`config.mk`:
```
export PLATFORM = sky130hd
export DESIGN_NAME = sub_calc_ctrl_flat
export DESIGN_NICKNAME = d
export VERILOG_FILES = /design/src/rtl/sub_calc_ctrl_if.sv /design/src/rtl/sub_calc_ctrl.sv /design/src/flat_wrapper.sv
export SDC_FILE = /design/constraint.sdc
export NUM_CORES = 1
export LEC_CHECK = 0
export ABC_AREA = 1
export BUFFER_PORTS_ARGS = -buffer_cell sky130_fd_sc_hd__buf_2
export CORE_ASPECT_RATIO = 1.25
export CORE_MARGIN = 2
export CORE_UTILIZATION = 30
export DETAILED_ROUTE_END_ITERATION = 10
export GPL_TIMING_DRIVEN = 0
export PLACE_DENSITY = 0.49
export SETUP_SLACK_MARGIN = 0.4
export SLEW_MARGIN = 20
export SYNTH_ARGS = -nofsm -noshare
export SYNTH_HDL_FRONTEND = slang
export SYNTH_SLANG_ARGS = --single-unit
export TNS_END_PERCENT = 1
```
`constraint.sdc`:
```
create_clock -name clk -period 1.6 [get_ports clk]
set_input_delay 0.32 -clock clk [delete_from_list [all_inputs] [get_ports clk]]
set_output_delay 0.32 -clock clk [all_outputs]
set_load 0.02 [all_outputs]
```
`src/rtl/sub_calc_ctrl_if.sv`:
```
// Keypad, subtractor and result signals of the two-operand BCD subtract controller.
// master = keypad/subtractor side, slave = controller side.
interface sub_calc_ctrl_if;
   // Key inputs are single-cycle pulses with no back-pressure: a pulse is consumed
   // (or dropped) on the rising edge where it is high; done is a one-cycle pulse.
   logic       digit_vld;
   logic [3:0] digit;
   logic       minus_p;
   logic       equal_p;
   logic       clear_p;
   logic       sub_sign;
   logic [3:0] sub_hi;
   logic [3:0] sub_lo;
   logic [3:0] a_hi;
   logic [3:0] a_lo;
   logic [3:0] b_hi;
   logic [3:0] b_lo;
   logic       res_sign;
   logic [3:0] res_hi;
   logic [3:0] res_lo;
   logic       done;
   logic [1:0] state;

   modport master (
      output digit_vld, digit, minus_p, equal_p, clear_p, sub_sign, sub_hi, sub_lo,
      input  a_hi, a_lo, b_hi, b_lo, res_sign, res_hi, res_lo, done, state
   );

   modport slave (
      input  digit_vld, digit, minus_p, equal_p, clear_p, sub_sign, sub_hi, sub_lo,
      output a_hi, a_lo, b_hi, b_lo, res_sign, res_hi, res_lo, done, state
   );
endinterface

```
`src/rtl/sub_calc_ctrl.sv`:
```
// Keypad controller for a 2-digit BCD subtract calculator: collects operands A and B,
// waits for an external subtractor to settle, then captures and holds its result.
module sub_calc_ctrl #(
   parameter int CALC_WAIT = 1
) (
   input  logic           clk,
   input  logic           rst,
   sub_calc_ctrl_if.slave bus
);

   typedef enum logic [1:0] {S_A = 2'd0, S_B = 2'd1, S_WAIT = 2'd2, S_SHOW = 2'd3} state_e;

   // The counter starts at 0 on the equal edge, so capture happens on the edge where it
   // has reached CALC_WAIT, giving CALC_WAIT+1 edges from equal to valid result.
   localparam logic [3:0] CNT_LAST = 4'(CALC_WAIT);

   state_e     state_q, state_d;
   logic [3:0] a_hi_q, a_hi_d, a_lo_q, a_lo_d;
   logic [3:0] b_hi_q, b_hi_d, b_lo_q, b_lo_d;
   logic       res_sign_q, res_sign_d;
   logic [3:0] res_hi_q, res_hi_d, res_lo_q, res_lo_d;
   logic       done_q, done_d;
   logic [3:0] cnt_q, cnt_d;
   logic       digit_ok;

   assign digit_ok = bus.digit_vld && (bus.digit <= 4'd9);

   always_comb begin
      state_d    = state_q;
      a_hi_d     = a_hi_q;
      a_lo_d     = a_lo_q;
      b_hi_d     = b_hi_q;
      b_lo_d     = b_lo_q;
      res_sign_d = res_sign_q;
      res_hi_d   = res_hi_q;
      res_lo_d   = res_lo_q;
      cnt_d      = cnt_q;
      done_d     = 1'b0;

      if (bus.clear_p) begin
         state_d    = S_A;
         a_hi_d     = 4'd0;
         a_lo_d     = 4'd0;
         b_hi_d     = 4'd0;
         b_lo_d     = 4'd0;
         res_sign_d = 1'b0;
         res_hi_d   = 4'd0;
         res_lo_d   = 4'd0;
         cnt_d      = 4'd0;
      end else if (state_q == S_WAIT) begin
         // Operands are frozen and every other key is dropped while the subtractor settles.
         if (cnt_q == CNT_LAST) begin
            res_sign_d = bus.sub_sign;
            res_hi_d   = bus.sub_hi;
            res_lo_d   = bus.sub_lo;
            done_d     = 1'b1;
            state_d    = S_SHOW;
         end else begin
            cnt_d = cnt_q + 4'd1;
         end
      end else if (bus.equal_p) begin
         if (state_q == S_B) begin
            state_d = S_WAIT;
            cnt_d   = 4'd0;
         end
      end else if (bus.minus_p) begin
         if (state_q == S_A) begin
            b_hi_d  = 4'd0;
            b_lo_d  = 4'd0;
            state_d = S_B;
         end else if (state_q == S_SHOW && !res_sign_q) begin
            a_hi_d  = res_hi_q;
            a_lo_d  = res_lo_q;
            b_hi_d  = 4'd0;
            b_lo_d  = 4'd0;
            state_d = S_B;
         end
      end else if (digit_ok) begin
         case (state_q)
            S_A: begin
               a_hi_d = a_lo_q;
               a_lo_d = bus.digit;
            end
            S_B: begin
               b_hi_d = b_lo_q;
               b_lo_d = bus.digit;
            end
            S_SHOW: begin
               a_hi_d  = 4'd0;
               a_lo_d  = bus.digit;
               b_hi_d  = 4'd0;
               b_lo_d  = 4'd0;
               state_d = S_A;
            end
            default: ;
         endcase
      end
   end

   always_ff @(posedge clk) begin
      if (rst) begin
         state_q    <= S_A;
         a_hi_q     <= 4'd0;
         a_lo_q     <= 4'd0;
         b_hi_q     <= 4'd0;
         b_lo_q     <= 4'd0;
         res_sign_q <= 1'b0;
         res_hi_q   <= 4'd0;
         res_lo_q   <= 4'd0;
         done_q     <= 1'b0;
         cnt_q      <= 4'd0;
      end else begin
         state_q    <= state_d;
         a_hi_q     <= a_hi_d;
         a_lo_q     <= a_lo_d;
         b_hi_q     <= b_hi_d;
         b_lo_q     <= b_lo_d;
         res_sign_q <= res_sign_d;
         res_hi_q   <= res_hi_d;
         res_lo_q   <= res_lo_d;
         done_q     <= done_d;
         cnt_q      <= cnt_d;
      end
   end

   assign bus.a_hi     = a_hi_q;
   assign bus.a_lo     = a_lo_q;
   assign bus.b_hi     = b_hi_q;
   assign bus.b_lo     = b_lo_q;
   assign bus.res_sign = res_sign_q;
   assign bus.res_hi   = res_hi_q;
   assign bus.res_lo   = res_lo_q;
   assign bus.done     = done_q;
   assign bus.state    = state_q;

endmodule
```
`src/flat_wrapper.sv`:
```
// flat-port wrapper written by rule: the top's interface ports become plain ports
module sub_calc_ctrl_flat 
#(
   parameter int CALC_WAIT = 1
)
  (clk, rst, bus_digit_vld, bus_digit, bus_minus_p, bus_equal_p, bus_clear_p, bus_sub_sign, bus_sub_hi, bus_sub_lo, bus_a_hi, bus_a_lo, bus_b_hi, bus_b_lo, bus_res_sign, bus_res_hi, bus_res_lo, bus_done, bus_state);
  sub_calc_ctrl_if bus_i ();
  input  logic clk;
  input  logic rst;
  input wire logic [$bits(bus_i.digit_vld)-1:0] bus_digit_vld;
  input wire logic [$bits(bus_i.digit)-1:0] bus_digit;
  input wire logic [$bits(bus_i.minus_p)-1:0] bus_minus_p;
  input wire logic [$bits(bus_i.equal_p)-1:0] bus_equal_p;
  input wire logic [$bits(bus_i.clear_p)-1:0] bus_clear_p;
  input wire logic [$bits(bus_i.sub_sign)-1:0] bus_sub_sign;
  input wire logic [$bits(bus_i.sub_hi)-1:0] bus_sub_hi;
  input wire logic [$bits(bus_i.sub_lo)-1:0] bus_sub_lo;
  output wire logic [$bits(bus_i.a_hi)-1:0] bus_a_hi;
  output wire logic [$bits(bus_i.a_lo)-1:0] bus_a_lo;
  output wire logic [$bits(bus_i.b_hi)-1:0] bus_b_hi;
  output wire logic [$bits(bus_i.b_lo)-1:0] bus_b_lo;
  output wire logic [$bits(bus_i.res_sign)-1:0] bus_res_sign;
  output wire logic [$bits(bus_i.res_hi)-1:0] bus_res_hi;
  output wire logic [$bits(bus_i.res_lo)-1:0] bus_res_lo;
  output wire logic [$bits(bus_i.done)-1:0] bus_done;
  output wire logic [$bits(bus_i.state)-1:0] bus_state;
  assign bus_i.digit_vld = bus_digit_vld;
  assign bus_i.digit = bus_digit;
  assign bus_i.minus_p = bus_minus_p;
  assign bus_i.equal_p = bus_equal_p;
  assign bus_i.clear_p = bus_clear_p;
  assign bus_i.sub_sign = bus_sub_sign;
  assign bus_i.sub_hi = bus_sub_hi;
  assign bus_i.sub_lo = bus_sub_lo;
  assign bus_a_hi = bus_i.a_hi;
  assign bus_a_lo = bus_i.a_lo;
  assign bus_b_hi = bus_i.b_hi;
  assign bus_b_lo = bus_i.b_lo;
  assign bus_res_sign = bus_i.res_sign;
  assign bus_res_hi = bus_i.res_hi;
  assign bus_res_lo = bus_i.res_lo;
  assign bus_done = bus_i.done;
  assign bus_state = bus_i.state;
  sub_calc_ctrl #(.CALC_WAIT(CALC_WAIT)) u_core (.clk(clk), .rst(rst), .bus(bus_i));
endmodule
```
Word level (Yosys, flattened, before mapping)
Index checks and enable logic that the tools add are counted.
- register bits after elaboration: 32
- bits of input ports: 19
- output and inout port bits: 28
- logic and storage cells: 78
- add/subtract/negate cells: 1
- $lt $le $gt $ge: 1
- equality and inequality tests: 11
- muxes and demuxes: 32
- bitwise operators: 2
- reductions and logical operators: 21
- operator list (kind ; number):
    $mux W4 ; 19
    $pmux W4 S2 ; 3
    $mux W2 ; 9
    $reduce_and A6 Y1 ; 2
    $reduce_and A5 Y1 ; 2
    $reduce_bool A2 Y1 ; 4
    $reduce_bool A4 Y1 ; 2
    $ne A2 B2 Y1 const B ; 3
    $ne A3 B1 Y1 const B ; 2
    $reduce_bool A3 Y1 ; 2
    $ne A5 B1 Y1 const B ; 1
    $add A4 B1 Y4 const B ; 1
    $eq A2 B2 Y1 const B ; 2
    $eq A4 B1 Y1 const B ; 1
    $le A4 B4 Y1 const B ; 1
    $reduce_or A2 Y1 ; 2
    $reduce_and A3 Y1 ; 1
    $reduce_or A3 Y1 ; 1
    $eq A2 B1 Y1 const B ; 1
    $logic_and A1 B1 Y1 ; 2
    $logic_not A2 Y1 ; 1
    $ne A2 B1 Y1 const B ; 1
    $not A1 Y1 ; 2
    $reduce_and A2 Y1 ; 1
    2 further kinds ; 2

Logic depth before layout (Yosys ltp)
- depth in word-level cells: 7
- mapped depth: 10
- gate-level depth less buffers: 10

Worst setup path after synthesis
No wires, ideal clock.
- kind: register to register
- start point: register u_core.state_q[0] (netlist: u_core.bus.state[0])
- end point: register u_core.b_hi_q[0] (netlist: u_core.bus.b_hi[0])
- setup time: 0.116 ns
- data arrival time: 1.539 ns
- slack: -0.055 ns
- stages on the path, launching flop included: 9
- path buffers: 0
- period minus slack after synthesis: 1.655 ns
- cell sequence: dfxtp_1 inv_1 ha_1 nor2_1 inv_1 a21oi_1 nand2_4 o21ai_0 nor2_1
- longest elaborated chain between the ends: 4
- RTL lines (element ; RTL line ; source):
    start: declaration ; sub_calc_ctrl.sv:17 ; state_e state_q, state_d;
    start signal: assignment ; sub_calc_ctrl.sv:113 ; state_q <= state_d;
    $eq A2 B2 Y1 / $eq A2 B1 Y1 (equally long branches) ; sub_calc_ctrl.sv:71, sub_calc_ctrl.sv:79 ;
    $logic_and A1 B1 Y1 / $pmux W4 S2 (equally long branches) ; sub_calc_ctrl.sv:71, sub_calc_ctrl.sv:79 ;
    $ne A3 B1 Y1 (no line) / $mux W4 (equally long branches) ; n/a ;
    $reduce_and A5 Y1 (no line) / $mux W4 (equally long branches) ; n/a ;
    end signal: assignment ; sub_calc_ctrl.sv:116 ; b_hi_q <= b_hi_d;
    end: declaration ; sub_calc_ctrl.sv:19 ; logic [3:0] b_hi_q, b_hi_d, b_lo_q, b_lo_d;
Parallel ways exist; a longest one is shown, timed or not. The select of a mux whose other input is x is not followed.
A chain may end at the register's enable or synchronous reset.

Worst setup path in the final report
- start point: register u_core.state_q[0] (netlist: u_core.bus.state[0])
- end point: register u_core.b_lo_q[2] (netlist: u_core.bus.b_lo[2])
- longest elaborated chain between the ends: 4
- RTL lines (element ; RTL line ; source):
    $eq A2 B2 Y1 / $eq A2 B1 Y1 (equally long branches) ; sub_calc_ctrl.sv:71, sub_calc_ctrl.sv:79 ;
    $logic_and A1 B1 Y1 / $pmux W4 S2 (equally long branches) ; sub_calc_ctrl.sv:71, sub_calc_ctrl.sv:79 ;
    $ne A3 B1 Y1 (no line) / $mux W4 (equally long branches) ; n/a ;
    $reduce_and A5 Y1 (no line) / $mux W4 (equally long branches) ; n/a ;
    end signal: assignment ; sub_calc_ctrl.sv:117 ; b_lo_q <= b_lo_d;
    end: declaration ; sub_calc_ctrl.sv:19 ;
Parallel ways exist; a longest one is shown, timed or not. The select of a mux whose other input is x is not followed.

==> results_dict.tcl <==
set metrics [dict create \
    outcome "complete, no violations" \
    portBuffers 46 \
    clk_latency_ns 0.28 \
    grt.total_usage 0.151 \
    power_w 0.00166 \
    initial_utilization 0.310 \
    synth_area_sq_um 1580 \
    power_leakage_nw 0.912 \
    syn_inst 222 \
    hold_viol_final 0 \
    overflow 0 \
    cp_max_fo 9 \
    die_h_um 85.0 \
    cp-end-kind "flop" \
    io_pins 47 \
    syn_to_final_growth_pct 32.3 \
    fp-row-count 29 \
    setup_violations 0 \
    synth_top_cell_area_share 0.407 \
    cts-root-buf "clkbuf_8" \
    grt_max_degree 11 \
    yosysTopAreaCell "dfxtp_1" \
    die_x_um 68.8 \
    ys_top_cells_by_area "dfxtp_1, nor2_1, nand2_1, o21ai_0, inv_1" \
    totalWireLength_um 3950 \
    drtIter0Drc 56 \
    hold_path.startpoint "bus_sub_lo[1]" \
    grt.busiest_layer "met2" \
    grt_pass1_wl_um 6610 \
    avgSynthCellArea_sq_um 7.10 \
    synth_warnings 0 \
    crit_type "flop to flop" \
    cts_tree "yes" \
    critPathLaunch "u_core.bus.state[0]" \
    met1_usage 0.188 \
    ir_worst_vdd_mv 0.442 \
    fmax_ghz 0.692 \
    hold_buffers 0 \
    coreArea_sq_um 5080 \
    place_hpwl_um 2980 \
    cts.sinks 32 \
    skew_ns 0.00346 \
    slew_headroom 0.626 \
    first_global_vias 1478 \
    crit_path_start_kind "flop" \
    synth.ff_latch_count 32 \
    vias 1524 \
    reg2reg_slack_ns 0.15 \
    tightest_slew_ns 0.559 \
    die_area_sq_um 5850 \
    ys_seq_area_frac 0.407 \
    cap_viol_max_count 0 \
    grt_util_met3 0.0411 \
    met2_usage 0.240 \
    dr.pass1.iters 4 \
    antenna_cells 0 \
    fillCellCount 582 \
    r2r_start "u_core.bus.state[0]" \
    cts_buffers 5 \
    cts_htree_levels 2 \
    hold_path.class "input port to flop" \
    crit_required_ns 1.77 \
    path_clk_slew_ns 0.06 \
    hold_ws_ns 0.290 \
    final_max_slew_viol_count 0 \
    p_per_area_nw_per_um2 795 \
    critPathArrivalTime_ns 1.62 \
    ant_nets 0 \
    rsz0062_at_grt "yes" \
    wl_per_cell_um 11.6 \
    antenna_found_initial 0 \
    nets 303 \
    drc 0 \
    drive_gt1_frac 0.313 \
    syn_nets 247 \
    period_share 0.904 \
    fin_crit_ns 1.45 \
    clock_path_buffers 2 \
    synth_cell_types 24 \
    gp_congestion 0.788 \
    fin_tns_setup_ns 0 \
    via_per_inst 4.48 \
]
kinds of logic after synthesis:
| logic type | count (synthesis) | synth area share |
|---|---|---|
| AO/OA/AOI/OAI | 40 | 0.135 |
| XOR/XNOR | 2 | 0.0111 |
| adder cells (fa/ha/maj) | 6 | 0.0477 |
| buffers and inverters | 29 | 0.0778 |
| flip-flops | 32 | 0.407 |
| AND/OR/NAND/NOR | 113 | 0.322 |
Yosys cell counts:
cell / number
buf_2: 3
inv_4: 1
nand2_1: 30
ha_1: 6
nor3_1: 5
nand3_1: 6
xor2_1: 1
inv_2: 1
nand3_2: 1
dfxtp_1: 32
a211oi_1: 1
a22oi_1: 4
nor2_2: 3
buf_6: 1
o21ai_0: 20
nand2_4: 3
a21oi_1: 15
nor2_1: 60
clkbuf_1: 1
or2_2: 2
nor2_4: 2
inv_1: 22
xnor2_1: 1
nor3_4: 1
sequential cells by signal (all words and copies together) (netlist names):
register	flops
u_core.bus.b_hi	4
u_core.bus.done	1
u_core.bus.res_hi	4
u_core.bus.b_lo	4
u_core.bus.state	2
u_core.bus.a_hi	4
u_core.bus.res_lo	4
u_core.cnt_q	4
u_core.bus.res_sign	1
u_core.bus.a_lo	4
placed cells by master (no fill, tap or decap), drive strengths merged:
master and instances:
or2 2, clkinv 1, o21ai 20, nor3 6
nor2 65, ha 6, inv 24, nand3 7
xor2 1, a21oi 15, buf 53, clkbuf 7
nand2 33, a22oi 4, xnor2 1, a211oi 1
dfxtp 32
repair_timing:
item | CTS | global route
gates resized for setup | 5 | 6
pin swaps | 3 | 3
setup buffers | 2 | 1
setup endpoints to repair | 32 | 33
gates cloned | 0 | 0
worst max-delay path, cell delays in order, from the launching register on:
cell and delay, ns:
dfxtp_4 0.39, inv_4 0.06, ha_4 0.18, nor2_4 0.11, inv_1 0.07, a21oi_2 0.15
nand2_4 0.13, o21ai_1 0.19, nor2_1 0.05
metal layers:
metal  share of wire  wire, um
met5               0         0
met4           0.019        76
met3           0.051       200
met2            0.47      1850
met1            0.46      1830
final cells by class:
cell class                      count  area (sq um)  area share
Buffer                              5          30.0      0.0144
Timing Repair Buffer               49           265       0.127
Sequential cell                    32           648       0.311
Multi-Input combinational cell    161           888       0.426
Clock inverter                      1          5.00     0.00240
Inverter                           24          97.6      0.0468
Clock buffer                        6          72.6      0.0348
Tap cell                           62          77.6      0.0372
metrics by stage:
| step | util | std cells | setup slack, ns | instance area [sq um] |
|---|---|---|---|---|
| finish | 0.410 | 340 | 0.154 | 2080 |
| global route | 0.410 | 340 | 0.0762 | 2080 |
| CTS | 0.408 | 339 | 0.155 | 2070 |
| detailed placement | 0.385 | 330 | -0.0165 | 1950 |
| global placement | 0.385 | 330 | -0.0177 | 1950 |
| floorplan | - | 222 | 0.232 | 1650 |
report_power, final:
part	switching, W	internal (W)	leakage [nW]
logic	0.000160	0.0000980	0.611
registers	0.0000132	0.000810	0.260
clock network	0.000281	0.000295	0.0410
worst paths after layout:
| kind | endpoint | cells after the start |
|---|---|---|
| max | u_core.bus.b_lo[2] | 8 |
| min | u_core.bus.res_lo[1] | 3 |
| max reg2reg | u_core.bus.b_lo[2] | 8 |
| min reg2reg | u_core.bus.a_hi[3] | 2 |
No activity file was read; power rests on OpenSTA's default activity.
